--- config.mk ---
export PLATFORM = sky130hd
export DESIGN_NAME = mux_scan_nx1
export DESIGN_NICKNAME = d
export VERILOG_FILES = /design/src/rtl/mux_scan_nx1.sv
export SDC_FILE = /design/constraint.sdc
export NUM_CORES = 1
export LEC_CHECK = 0
export CORE_UTILIZATION = 45
export CTS_CLUSTER_DIAMETER = 200
export CTS_CLUSTER_SIZE = 40
export DETAILED_ROUTE_END_ITERATION = 12
export MAX_ROUTING_LAYER = met4
export PLACE_DENSITY_LB_ADDON = 0.2
export SLEW_MARGIN = 0
export SYNTH_ARGS = -nofsm -noshare
export SYNTH_HDL_FRONTEND = slang
export SYNTH_SLANG_ARGS = --single-unit
--- constraint.sdc ---
create_clock -name clk -period 2.56 [get_ports clk]
set_clock_uncertainty 0.2 [all_clocks]
set_input_delay 0.768 -clock clk [delete_from_list [all_inputs] [get_ports clk]]
set_output_delay 0.768 -clock clk [all_outputs]
set_load 0.02 [all_outputs]
--- src/rtl/mux_scan_nx1.sv ---
// mux_scan_nx1 -- registered N-to-1 channel multiplexer with a valid/ready
// output. In direct mode it follows the caller's select; in scan mode it
// sweeps every channel once, waiting a programmable dwell before sampling
// each one, and pulses done after the last channel has been accepted.
module mux_scan_nx1 #(
   parameter int SELW   = 4,
   parameter int W      = 1,
   parameter int DWELLW = 8
) (
   input  logic                  clk,
   input  logic                  rst_n,
   input  logic [(2**SELW)*W-1:0] in_data,
   input  logic                  mode,
   input  logic [SELW-1:0]       sel,
   input  logic [DWELLW-1:0]     dwell,
   input  logic                  start,
   input  logic                  abort,
   output logic [W-1:0]          out_data,
   output logic [SELW-1:0]       out_ch,
   output logic                  out_valid,
   input  logic                  out_ready,
   output logic                  busy,
   output logic                  done
);

   localparam int NCH = 2**SELW;

   localparam logic [1:0] ST_IDLE  = 2'd0;
   localparam logic [1:0] ST_DWELL = 2'd1;
   localparam logic [1:0] ST_HOLD  = 2'd2;

   localparam logic [SELW-1:0] LAST_CH = {SELW{1'b1}};

   logic [1:0]        state;
   logic [SELW-1:0]   ch;
   logic [DWELLW-1:0] cnt;

   logic [W-1:0]      chan [NCH];
   logic              slot_free;
   logic              handshake;
   logic              abort_act;
   logic              cap_en;
   logic [SELW-1:0]   cap_idx;

   // Split the flat input bus into one word per channel so the capture mux
   // can index by channel number directly.
   for (genvar k = 0; k < NCH; k++) begin : g_chan
      assign chan[k] = in_data[k*W +: W];
   end

   assign slot_free = !out_valid || out_ready;
   assign handshake = out_valid && out_ready;
   // abort only means something while a sweep is in progress.
   assign abort_act = abort && (state != ST_IDLE);
   assign busy      = (state != ST_IDLE);

   // Decide whether this edge captures a new sample, and from which channel.
   always_comb begin
      // NOTE: every output of a combinational block gets a default before any
      // branch; a path that leaves one unassigned infers a latch.
      cap_en  = 1'b0;
      cap_idx = ch;
      case (state)
         ST_IDLE: begin
            if (!mode && slot_free) begin
               cap_en  = 1'b1;
               cap_idx = sel;
            end
         end
         ST_DWELL: begin
            if (cnt == '0 && slot_free) begin
               cap_en = 1'b1;
            end
         end
         default: ;
      endcase
      if (abort_act) begin
         cap_en = 1'b0;
      end
   end

   // Output register: capture, hold under backpressure, or drop valid once the
   // consumer has taken the sample and nothing new replaces it.
   always_ff @(posedge clk or negedge rst_n) begin
      if (!rst_n) begin
         out_data  <= '0;
         out_ch    <= '0;
         out_valid <= 1'b0;
      end else if (abort_act) begin
         out_valid <= 1'b0;
      end else if (cap_en) begin
         // NOTE: state is updated with non-blocking assignments so every
         // register samples the pre-edge values, independent of statement order.
         out_data  <= chan[cap_idx];
         out_ch    <= cap_idx;
         out_valid <= 1'b1;
      end else if (handshake) begin
         out_valid <= 1'b0;
      end
   end

   // Sweep controller: IDLE -> (DWELL -> HOLD) per channel -> IDLE.
   always_ff @(posedge clk or negedge rst_n) begin
      if (!rst_n) begin
         state <= ST_IDLE;
         ch    <= '0;
         cnt   <= '0;
         done  <= 1'b0;
      end else begin
         done <= 1'b0;
         if (abort_act) begin
            state <= ST_IDLE;
            ch    <= '0;
            cnt   <= '0;
         end else begin
            case (state)
               ST_IDLE: begin
                  if (mode && start) begin
                     ch    <= '0;
                     cnt   <= dwell;
                     state <= ST_DWELL;
                  end
               end
               ST_DWELL: begin
                  if (cnt != '0) begin
                     cnt <= cnt - 1'b1;
                  end else if (slot_free) begin
                     state <= ST_HOLD;
                  end
               end
               ST_HOLD: begin
                  if (handshake) begin
                     if (ch == LAST_CH) begin
                        done  <= 1'b1;
                        state <= ST_IDLE;
                     end else begin
                        ch    <= ch + 1'b1;
                        cnt   <= dwell;
                        state <= ST_DWELL;
                     end
                  end
               end
               default: state <= ST_IDLE;
            endcase
         end
      end
   end

endmodule

Yosys cells after proc, flatten, opt, wreduce, memory -nomap -nowiden. Cells that the tools add are included.

Bits in registers: 21. Input port bits: 34. Output and inout port bits: 8. Word-level logic and storage cells: 74.

Add/sub/neg operators: 2. Order comparisons: 1. Eq/ne operators: 9. Muxes and demuxes: 34. Bitwise operators: 2. Reduce and logical (&&, ||, !) cells: 19.

Operator list (number): $mux W8 (5); $mux W4 (6); $pmux W8 S3 (1); $ne A3 B3 Y1 const B (6); $mux W1 (13); $mux W2 (5); $logic_not A8 Y1 (1); $pmux W4 S2 (1); $reduce_and A4 Y1 (2); $reduce_bool A8 Y1 (1); $sub A8 B1 Y8 const B (1); $pmux W2 S3 (1); $reduce_bool A3 Y1 (2); $ge A5 B5 Y1 const B (1); $logic_and A1 B1 Y1 (5); $not A4 Y5 (1); $reduce_and A5 Y1 (1); $add A4 B1 Y4 const B (1); $bmux W1 S4 (1); $eq A4 B4 Y1 const B (1); $reduce_bool A4 Y1 (1); $eq A2 B1 Y1 const B (1); $eq A2 B2 Y1 const B (1); $logic_not A1 Y1 (2); 6 further kinds (6).

Logic depth before layout (Yosys ltp).
Word-level depth: 9. Gate-level depth with buffers: 9. Mapped depth without buffers: 8.

Worst setup path before layout. No wires, ideal clock.

Path type: input to register. Start: input out_ready. End: register out_data. Setup time: 0.080 ns. Arrival: 1.972 ns. Data required time: 2.280 ns. Slack: 0.308 ns. Stages on the path: 6. Buffers on the path: 0. Cells stage by stage: and2b_1 -> nor3_4 -> mux2i_1 -> nand2_1 -> a221o_1 -> o211ai_2.

Longest elaborated chain between the ends: 8. Elaborated cells on any way between the ends: 14. Those cells by class: 9 x mux; 1 x bitwise; 4 x reduce/logical.

Ends and longest elaborated chain: start: declaration (line 21) `input logic out_ready,`; $logic_or A1 B1 Y1 * (line 51) `assign slot_free = !out_valid || out_ready;`; $logic_and A1 B1 Y1 (line 65) `if (!mode && slot_free) begin`; $mux W4 (line 65); $mux W4 (line 63) `case (state)`; $not A4 Y5 (not written as such) (line 94) `out_data <= chan[cap_idx];`; $bmux W1 S4 (line 94); $mux W1 (not written as such) (2 in series) (line 94); end signal: assignment (line 94); end: declaration (line 18) `output logic [W-1:0] out_data,`.

Every way passes the cells marked *; elsewhere a longest branch is shown, timed or not. The select of a mux whose other input is x is not followed. A chain may end at the register's enable or synchronous reset.

Worst setup path in the final report.
Start: input abort. End: register cnt[7].

Longest elaborated chain between the ends: 3. Elaborated cells on any way between the ends: 8. Those cells by class: 4 x eq/ne; 1 x mux; 3 x reduce/logical.

Ends and longest elaborated chain: start: declaration (line 17) `input logic abort,`; $logic_and A1 B1 Y1 * (line 54) `assign abort_act = abort && (state != ST_IDLE);`; $ne A3 B3 Y1 (no line) or $reduce_bool A4 Y1 (tied branches); $reduce_and A5 Y1 (no line); end signal: assignment (line 120) `cnt <= dwell;`; end signal: assignment (line 126) `cnt <= cnt - 1'b1;`; end signal: assignment (line 138) `cnt <= dwell;`; end: declaration (line 36) `logic [DWELLW-1:0] cnt;`.

Every way passes the cells marked *; elsewhere a longest branch is shown, timed or not.

==> results.md <==
* Yosys reg bits at 21
* CP top delay family: buffers and inverters
* Hold buffers post-CTS at 0
* Static leakage power at between 0.9 and 1 nW
* Io pins at 42
* FMAX at roughly 0.43 GHz
* CTS HTree Levels at 1
* Warnings, synthesis at 0
* Sw Share at between 40% and 50%
* Share of Yosys cell area claimed by the top area cell type at 34.0%
* Area Overhead vs Synth at 42.5%
* Vias at between 1,500 and 2,000
* DRC Markers at 0
* Synth Net Count at 217
* Comb power frac at 63.4%
* FP Rows at 20
* WL per Instance at 14.8 um
* Num CTS Buffers at 3
* Maximum vdd drop at 0.503 mV
* Met2 Usage GRT at 44.6%
* Synth area leaders: dfrtp_1 (34%), o21ai_0 (7.4%), a21oi_1 (5.2%)
* Top_reg_cell synth: dfrtp_1
* Netlist Area Pre-Place at 1550 um^2
* Hpwl dp at between 3000 and 4000 um
* CP max FO at 7
* CP Buf/Inv Count at 2
* Most Crowded Layer GR: met2
* Gr ovfl total at 0
* Final instance area at roughly 2200 um^2
* CTS tree: built
* CTS root buffer: clkbuf_4
* Pre-Repair DR Iteration Count at 4
* Outcome: completed
* CTS Buffer Depth at 2
* Mapped Cells at 180
* CP Launch Type: input pin
* GR Util met3 at approximately 2.3%
* GRT met1 Usage at 31.2%
* Yosys cell types at 47
* Minimum clock period at 2.35 ns
* Largest net degree at the start of global routing at 22
* Min-Delay Path Class: reg2reg
* Number of clock sinks at 21
* IO Port Bufs at just over 40
* Final TNS setup at 0 ns
* Worst Setup Slack post-DPL at -0.336 ns
* Switching pwr at slightly below 0.0009 W
* Core Area at 3150 um^2
* Yosys top cell by area: dfrtp_1
* Initial antenna violation count at 0
* Crit path cell chain: clkdlybuf4s50_1 > nor2b_4 > nor2b_4 > a22oi_4 > o21ai_0 > buf_4 > o21ai_0 > o21ai_0
* Power density over the cells at roughly 900 nW/um^2
* Vias in the first global route at approximately 1,700
* Max-cap violations at 0
* Starting density of the core at between 40% and 50%
* CP required at between 2 and 3 ns
* Worst Setup End Kind: flip-flop
* Slowest stage delay, CP at around 0.52 ns
* Antenna Nets Post-Route at 0
* Worst path arrival time at ~2.4 ns
* Dpl cell area at ~2200 um^2
* Worst Tran Pin Value at 0.476 ns
* GP Congestion at a little under 0.9
* WS Path Type: in2reg
* Hold_ws at 0.310 ns
* Clock power frac at about 8.5%
* Total Routing Usage GR at a little over a quarter
* Most common cell on crit path: o21ai_0
* Crit-path slowest cell: clkdlybuf4s50_1
* Post-synth EDFFs at 0
* Diodes inserted at 0
* Via/cell ratio at between 5 and 6
* Layout cells sized above 1 at 18.9%
* Final Hold Viols at 0
* Sequential power share at between 20% and 30%
* Mapped Avg Cell Area at about 8.6 um^2
* Slew Limit Fails at 0
* Detailed-route wire length at approximately 4300 um
* Rel. slew slack at about two thirds
* Endpoints failing setup at 0
* Die X at slightly above 60 um
* Clock Latency Late Sink at 0.31 ns
* Fillcell total at roughly 260
* Die height at about 61 um
* Finished Core Util at a little over two thirds
* P_int at ~0.0011 W
* Layout Nets at 282
* RSZ-0062 raised after global routing: false
* Detailed Route Iter0 Violations at 98
* Fraction of registers with async set/reset at 100%
* Die ar. at around 3700 um^2
* CTS clk-pin slew, worst paths at 0.13 ns
* Final worst path period share at 91.8%
* Fraction of the yosys area taken by sequential cells at approximately a third
* Global-route wire length before repair at 6980 um
* Final worst slack at ~0.21 ns
routing by layer:
layer | vias up | share of wire [%]
met1 | 777 | 45
met5 | - | 0
met3 | 9 | 4.7
met4 | 0 | 1.7
met2 | 61 | 49
li1 | 786 | -
synth_stat cells (2+ instances only):
cell type and count:
nor2_1 20, nand2b_1 9, buf_6 2, o211ai_1 2, inv_1 6, a31oi_1 2
nor4_1 2, or2_1 2, a221o_1 2, dfrtp_1 21, o21ai_0 23, nand2_1 16
and3_1 5, a22oi_1 2, a211oi_1 2, buf_2 2, nor2b_4 2, ha_1 3
a21oi_1 16, nand3_1 5, mux2i_1 6, o31ai_1 2, a32oi_1 3, clkbuf_1 2
registers in the layout, indices dropped and copies added, names as in the netlist:
register / cells
done: 1
out_valid: 1
out_data: 1
ch: 4
state: 2
out_ch: 4
cnt: 8
layout make-up:
| class | instances | area (um^2) | share of cell area [%] |
|---|---|---|---|
| repair buffers | 66 | 606 | 27.5 |
| multi-input cells | 146 | 961 | 43.6 |
| inverters | 7 | 28.8 | 1.31 |
| clock buffers | 3 | 22.5 | 1.02 |
| clock inverters | 1 | 5.00 | 0.227 |
| flip-flops and latches | 21 | 526 | 23.9 |
| well taps | 44 | 55.1 | 2.50 |
power groups by stage:
stage / clock (W) / sequential [W] / combinational (W)
after detailed placement: 0 / 0.000564 / 0.00123
after CTS: 0.000175 / 0.000557 / 0.00123
after global routing: 0.000184 / 0.000573 / 0.00138
after global placement: 0 / 0.000558 / 0.00119
after floorplan: 0 / 0.000596 / 0.000737
final: 0.000169 / 0.000558 / 0.00126
worst register-to-register path, cell delays in order (launching register included):
cell and delay (ns):
dfrtp_1 0.41, inv_1 0.11, ha_1 0.16, nor3b_1 0.28, a21o_1 0.16, a22oi_1 0.05
o21ai_0 0.29, nand2b_1 0.26, o21ai_0 0.13
stage by stage:
step	instances	total power, W
after floorplan	180	0.00133
after detailed placement	283	0.00180
final	288	0.00198
after global placement	283	0.00175
after CTS	287	0.00196
after global routing	288	0.00214
path summary, 6_finish.rpt:
path	end	start	cells after the start	slack, ns
setup reg to reg	cnt[2]	cnt[0]	8	0.40
hold / removal	out_ch[3]	out_ch[3]	1	0.31
setup / recovery	cnt[7]	abort	8	0.21
max in group asynchronous	cnt[0]	rst_n	2	1.35
hold reg to reg	out_ch[3]	out_ch[3]	1	0.31
min in group asynchronous	out_valid	rst_n	2	0.59
cell usage in the layout, fill, tap and decap left out, types with 3 or more instances in the layout:
cell	synthesis	routed
a21oi_1	16	16
clkbuf_4	0	3
nor2_1	20	20
nand2b_1	9	9
and3_1	5	5
nand2_1	16	16
o21ai_0	23	23
dfrtp_1	21	21
inv_1	6	6
ha_1	3	3
mux2i_1	6	4
buf_4	0	24
a32oi_1	3	3
clkdlybuf4s50_1	0	38
nand3_1	5	5
cells by family after synthesis:
logic type / synth area share, %
AO/OA/AOI/OAI: 28.5
adder cells (fa/ha/maj): 2.43
buffers and inverters: 4.45
flip-flops: 34.0
multiplexers: 3.88
AND/OR/NAND/NOR: 26.8
timing repair:
item                       4_1_cts  5_1_grt
hold endpoints to repair         0        0
pin swaps                        0        2
cloned                           0        0
setup endpoints to repair        1        3
resized for setup                1        6
buffers inserted                 0        1
Power figures use the tool's default switching activity.
